`src/rtl/pc_fetch_unit.sv`:
```
`default_nettype none
// ============================================================================
// Module   : pc_fetch_unit
// Purpose  : Program counter and fetch sequencer for the 8-bit core. Holds
//            the architectural PC, issues fetch requests with a valid/ready
//            handshake, and applies jump / branch redirects. A redirect that
//            arrives while no fetch is accepted is parked in a one-entry
//            pending register until the next accept.
// Ports    : clk, rst_n (sync, active-low)
//            en, halt_req            - run control
//            branch_taken, br_addr   - branch redirect from the branch adder
//            jump, jump_addr         - absolute jump redirect
//            fetch_ready/fetch_valid - instruction memory handshake
//            pc, pc_plus2            - fetch address and pc + PC_STEP
//            halted, pc_wrap         - status outputs
// Option   : define PC_LINK_REG_EN to add link_save, link_ret and link_addr
//            (a single link register for call/return).
// Revision : 1.0 - initial release
// ============================================================================
module pc_fetch_unit #(
  parameter int              PC_W      = 8,
  parameter logic [PC_W-1:0] RESET_VEC = '0,
  parameter int              PC_STEP   = 2
) (
  input  logic            clk,
  input  logic            rst_n,
  input  logic            en,
  input  logic            halt_req,
  input  logic            branch_taken,
  input  logic [PC_W-1:0] br_addr,
  input  logic            jump,
  input  logic [PC_W-1:0] jump_addr,
  input  logic            fetch_ready,
`ifdef PC_LINK_REG_EN
  input  logic            link_save,
  input  logic            link_ret,
  output logic [PC_W-1:0] link_addr,
`endif
  output logic            fetch_valid,
  output logic [PC_W-1:0] pc,
  output logic [PC_W-1:0] pc_plus2,
  output logic            halted,
  output logic            pc_wrap
);

  localparam logic [PC_W:0] STEP_EXT = PC_STEP[PC_W:0];

  typedef enum logic [1:0] {
    IDLE = 2'd0,
    RUN  = 2'd1,
    HALT = 2'd2
  } state_t;

  state_t          state;
  state_t          state_nxt;
  logic            pend_valid;
  logic [PC_W-1:0] pend_addr;
  logic [PC_W:0]   step_sum;
  logic            step_carry;
  logic            accept;
  logic            redir;
  logic [PC_W-1:0] redir_tgt;
  logic            capture_ok;

  // Extra carry bit detects the modulo wrap of a sequential step.
  always_comb begin
    step_sum   = {1'b0, pc} + STEP_EXT;
    pc_plus2   = step_sum[PC_W-1:0];
    step_carry = step_sum[PC_W];
  end

  // Same-cycle redirect selection: jump > link_ret > branch.
  always_comb begin
    redir     = 1'b0;
    redir_tgt = jump_addr;
    if (jump) begin
      redir     = 1'b1;
      redir_tgt = jump_addr;
    end
`ifdef PC_LINK_REG_EN
    else if (link_ret) begin
      redir     = 1'b1;
      redir_tgt = link_addr;
    end
`endif
    else if (branch_taken) begin
      redir     = 1'b1;
      redir_tgt = br_addr;
    end
  end

  always_comb begin
    state_nxt   = state;
    fetch_valid = 1'b0;
    halted      = 1'b0;
    case (state)
      IDLE: begin
        if (halt_req)  state_nxt = HALT;
        else if (en)   state_nxt = RUN;
      end
      RUN: begin
        fetch_valid = 1'b1;
        if (halt_req)  state_nxt = HALT;
        else if (!en)  state_nxt = IDLE;
      end
      HALT: begin
        halted = 1'b1;
      end
      default: state_nxt = IDLE;
    endcase
  end

  assign accept = fetch_valid & fetch_ready;

  // A redirect that is not accepted is kept only if the unit is not halting;
  // a halt makes it unreachable anyway.
  assign capture_ok = (state != HALT) && !halt_req;

  always_ff @(posedge clk) begin
    if (!rst_n) begin
      state      <= IDLE;
      pc         <= RESET_VEC;
      pc_wrap    <= 1'b0;
      pend_valid <= 1'b0;
      pend_addr  <= RESET_VEC;
`ifdef PC_LINK_REG_EN
      link_addr  <= RESET_VEC;
`endif
    end else begin
      state   <= state_nxt;
      pc_wrap <= 1'b0;
      if (accept) begin
        pend_valid <= 1'b0;
        if (redir) begin
          pc <= redir_tgt;
        end else if (pend_valid) begin
          pc <= pend_addr;
        end else begin
          pc      <= pc_plus2;
          pc_wrap <= step_carry;
        end
      end else if (redir && capture_ok) begin
        pend_valid <= 1'b1;
        pend_addr  <= redir_tgt;
      end
`ifdef PC_LINK_REG_EN
      // Link is saved on the same edge the jump is taken or parked.
      if (jump && link_save && (accept || capture_ok)) begin
        link_addr <= pc_plus2;
      end
`endif
    end
  end

endmodule
`default_nettype wire

```
`config.mk`:
```
export PLATFORM = sky130hd
export DESIGN_NAME = pc_fetch_unit
export DESIGN_NICKNAME = d
export VERILOG_FILES = /design/src/rtl/pc_fetch_unit.sv
export SDC_FILE = /design/constraint.sdc
export NUM_CORES = 1
export LEC_CHECK = 0
export BUFFER_PORTS_ARGS = -buffer_cell sky130_fd_sc_hd__buf_2
export CORE_MARGIN = 3
export CORE_UTILIZATION = 56
export CTS_BUF_LIST = sky130_fd_sc_hd__clkbuf_4
export CTS_CLUSTER_SIZE = 20
export DETAILED_ROUTE_END_ITERATION = 7
export PLACE_DENSITY_LB_ADDON = 0.3
export SYNTH_ARGS = -nofsm -noshare
export SYNTH_HDL_FRONTEND = slang
export SYNTH_SLANG_ARGS = --single-unit
```
`constraint.sdc`:
```
create_clock -name clk -period 3.1 [get_ports clk]
set_input_delay 0.62 -clock clk [delete_from_list [all_inputs] [get_ports clk]]
set_output_delay 0.62 -clock clk [all_outputs]
set_load 0.005 [all_outputs]
```
==> results.md <==
Cells and area:
- Relative to the synthesized area, the layout overhead comes to 12.0%.
- The core utilization of the finished layout is 68.4%.
- The count of inserted antenna diode cells is 0.
- Of the cells placed in the final design, the portion with a size suffix greater than 1 is 28.8%.
- The number of standard cells in the final layout excluding fillers is 197.
- After the last flow step, the layout net total stands at 195.

Global routing:
- The via count of the first global-routing pass is 1095.
- The maximum number of pins on one net before global-route repair is 22.
- The number of antenna violations at the first check in global routing is 0.
- For this run the aggregate overflow at the end of global routing stands at 0.
- The first global-routing pass estimated 4.74 mm of wire.
- Global routing used 22.7% of the available tracks across all layers.

Critical path:
- The largest individual stage delay along the critical path comes from the cell dfxtp_1.
- The worst path arrival time is 1640 ps.
- The worst setup path category is flop to output pin.
- The largest single stage delay on the critical path is 460 ps.
- The endpoint of the worst register-to-register path is pend_addr[2].
- Data on the critical path is required at its endpoint by 2480 ps.
- STA classifies the critical path endpoint as an output pin.
- For flop-to-flop paths, the worst setup slack is 1260 ps.
- Of all nets on the critical path, the largest fanout is 7.
- The worst setup path is launched from a flop.
- Traced cell by cell, the critical path runs through ha_1 -> and3_1 -> nand3_1 -> xnor2_1 -> buf_2.
- The worst reg2reg path depth is 4.
- The startpoint identified for the worst register-to-register timing path is state[1].

Floorplanning:
- The floorplan has 16 rows.
- In this run the standard cell core region covers 2040 sq um.
- The die covers 2830 sq um.
- 42 I/O pins were placed.
- The effective utilization at floorplan is 61.0%.
- From bottom edge to top edge, the die measures 53.2 um.
- The die outline width is 53.2 um.

Synth:
- In this run, distinct cell masters in the synthesized netlist total 41.
- For this run, the leading register cell type out of synthesis is dfxtp_1.
- The number of warning messages in the yosys log is 0.
- Synthesis handed over a netlist of 142 instances.
- In this run the biggest area consumer among cell types represents 32.1% of the synthesized area.
- The fraction of registers with async set/reset is 0%.
- For this run, the register share of the synthesized area comes to 32.1%.
- The most instantiated library cell after synthesis is dfxtp_1.
- After synthesis, the most frequently instantiated cells are dfxtp_1, nand2_1, mux2i_1, o211a_1, buf_4.
- In this run the cell area of the synthesized design comes to 1250 sq um.
- The synthesized design contains 20 register bits.
- Synthesis produced a netlist with a net count of 166.
- The synthesized design contains 0 enable-type register cells.
- The post-synthesis cell type with the largest combined area is dfxtp_1.
- The mean instance size in the synthesized netlist is 8.78 sq um.
- By area the synthesized netlist is led by dfxtp_1, mux2i_1, o211a_1.

Timing:
- The final critical-path required period is 2260 ps.
- Setup repair after global routing left no endpoint under its margin.
- At the pin with the least slew margin, the transition time is 738 ps.
- The maximum clock rate is 0.442 GHz.
- Setup violations remaining at the end of the flow were counted as 0.
- The final total negative setup slack is 0 ps.
- Final hold analysis gives a worst-case slack of 502 ps.
- In this run the tightest slew margin relative to its limit is 50.4%.
- The final period utilization is 72.9%.
- Across the routed clock network, the largest skew measured is 7.27 ps.
- The number of max-slew violations in the final report is 0.
- The hold violation total from the final report is 0.

Routing:
- For this run, design rule violations remaining after detail routing come to 0.
- The detailed router placed 1123 vias in this run.
- The post-detailed-route via-to-cell ratio is 5.70.
- The wire length per cell is 14.5 um.
- The iteration count of the initial detailed-routing pass is 5.
- For this block, the initial DRC count from the detailed router was 36.
- The total routed wirelength is 2.87 mm.
- The detail route stage leaves a number of antenna-violating nets equal to 0.

Power:
- Of the total power, the share spent switching nets is 28.7%.
- For this design the ratio of total power to cell area is 368 nW/um^2.
- The switching power of the nets is 147 uW.
- The share of total power dissipated in combinational logic is 19.1%.
- The clock network fraction of total power is 25.5%.
- The overall power of the completed layout is 514 uW.
- The sequential power share is 55.4%.
- VDD sags by at most 0.224 mV.
- The internal power of the cells totals 367 uW.
- In this run the static leakage power is 0.000724 uW.

Place:
- Buffers placed on the I/O ports in this run total 41.
- The placer's final routability congestion estimate is 0.787.
- The placed instance count is 193.
- Summed over all nets, the half-perimeter wirelength after detailed placement is 2.20 mm.

Hold path:
- Counting instances, the worst hold path has a depth of 1.
- The path class of the tightest hold or removal check is flop to flop.
- The worst hold path terminates at pend_addr[5].
- The start point of the worst hold path is pend_addr[5].

Clock tree:
- The maximum level of the CTS H-tree is 1.
- The clock passes through at most 2 buffers.
- The number of gates given a new drive strength after cts is 0.
- Clock tree synthesis inserted a total of 3 buffers.
- The root cell of the clock tree is clkbuf_4.
- The number of buffers inserted to repair setup after CTS is 0.
- TritonCTS built the clock tree.
- At the later pin of the worst-skew pair, clock insertion delay measures 310 ps.
- The clock slew at the register clock pins of the worst setup and hold paths is 120 ps.
- After clock tree synthesis, the flow added hold-fix buffers numbering 0.
- The number of clock sinks seen by CTS is 20.

Job:
- The total of max-cap violations is 0.

Status:
- The flow ran to the end, and the final reports show no timing, DRC or antenna violations.
## flip-flops by register name, summed over array words and instances (netlist names)
name,flops
pend_addr,8
pc,8
pend_valid,1
pc_wrap,1
state,2
## cell type report
type / instances / area (sq um)
well taps: 27 / 33.8
repair buffers: 41 / 205
multi-input cells: 100 / 712
fillers: 186 / 646
flip-flops and latches: 20 / 400
inverters: 5 / 18.8
clock buffers: 3 / 22.5
clock inverters: 1 / 3.75
## cell families after synthesis
group / synth area share, %
fa+ha+maj: 1.00
compound gates: 23.0
simple gates: 20.7
buf+inv: 10.7
xor+xnor: 3.51
mux: 8.94
flops: 32.1
## critical path: cells and delay by family, from the launching register on
| kind | cells | cell delay [ps] |
|---|---|---|
| DFF | 1 | 460 |
| and+or+nand+nor | 2 | 370 |
| adders and majority gates | 1 | 220 |
| xor gates and xnor gates | 1 | 160 |
| buffers and inverters | 1 | 130 |
## per-layer routing
metal | share of wire [%] | vias to the layer above | GRT usage [%]
li1 | - | 559 | -
met1 | 42 | 515 | 29.5
met2 | 49 | 47 | 38.2
met3 | 8.3 | 2 | 4.23
met4 | 0.59 | 0 | 5.96
met5 | 0 | - | 0
## how the worst max path moves through the flow
| stage | startpoint | endpoint | slack [ps] |
|---|---|---|---|
| floorplan | pc[1] | pc_plus2[7] | 1310 |
| global placement | fetch_ready | pend_addr[2] | 980 |
| detailed placement | fetch_ready | pend_addr[2] | 920 |
| CTS | pc[1] | pc_plus2[7] | 830 |
| global route | pc[1] | pc_plus2[7] | 710 |
| finish | pc[1] | pc_plus2[7] | 840 |
## cells in the final DEF (no fill, tap or decap), drive strengths merged
cell	Yosys	layout
o21a	1	1
nand2	17	17
xor2	2	2
a222oi	2	2
and3b	1	1
nor3	3	3
buf	14	41
nor2b	6	6
nand3b	1	1
mux2i	10	10
o21ai	6	6
a221oi	2	2
and2	1	1
nand4	1	1
xnor2	3	3
clkinv	0	1
o221a	1	1
inv	5	5
o211ai	4	4
o2111ai	1	1
clkbuf	3	3
a21oi	6	6
o31ai	2	2
nor4	1	1
a21boi	1	1
a31o	1	1
mux2	1	1
o211a	10	10
nand2b	2	2
and3	2	2
dfxtp	20	20
ha	1	1
and2b	3	3
nand3	4	4
nor2	3	3
nor3b	1	1
## per-stage QoR
step / setup slack (ps) / instance area [sq um]
floorplan: 1310 / 1250
global route: 713 / 1400
CTS: 827 / 1400
finish: 839 / 1400
detailed placement: 919 / 1370
global placement: 977 / 1370
## power groups by stage
stage	combinational, uW	clock [uW]	sequential (uW)
3_5_place_dp	97.5	0	291
2_1_floorplan	73.3	0	285
5_1_grt	110	142	287
3_3_place_gp	94.5	0	290
6_report	98.1	131	285
4_1_cts	98.3	132	285
No activity file was read; power rests on OpenSTA's default activity.
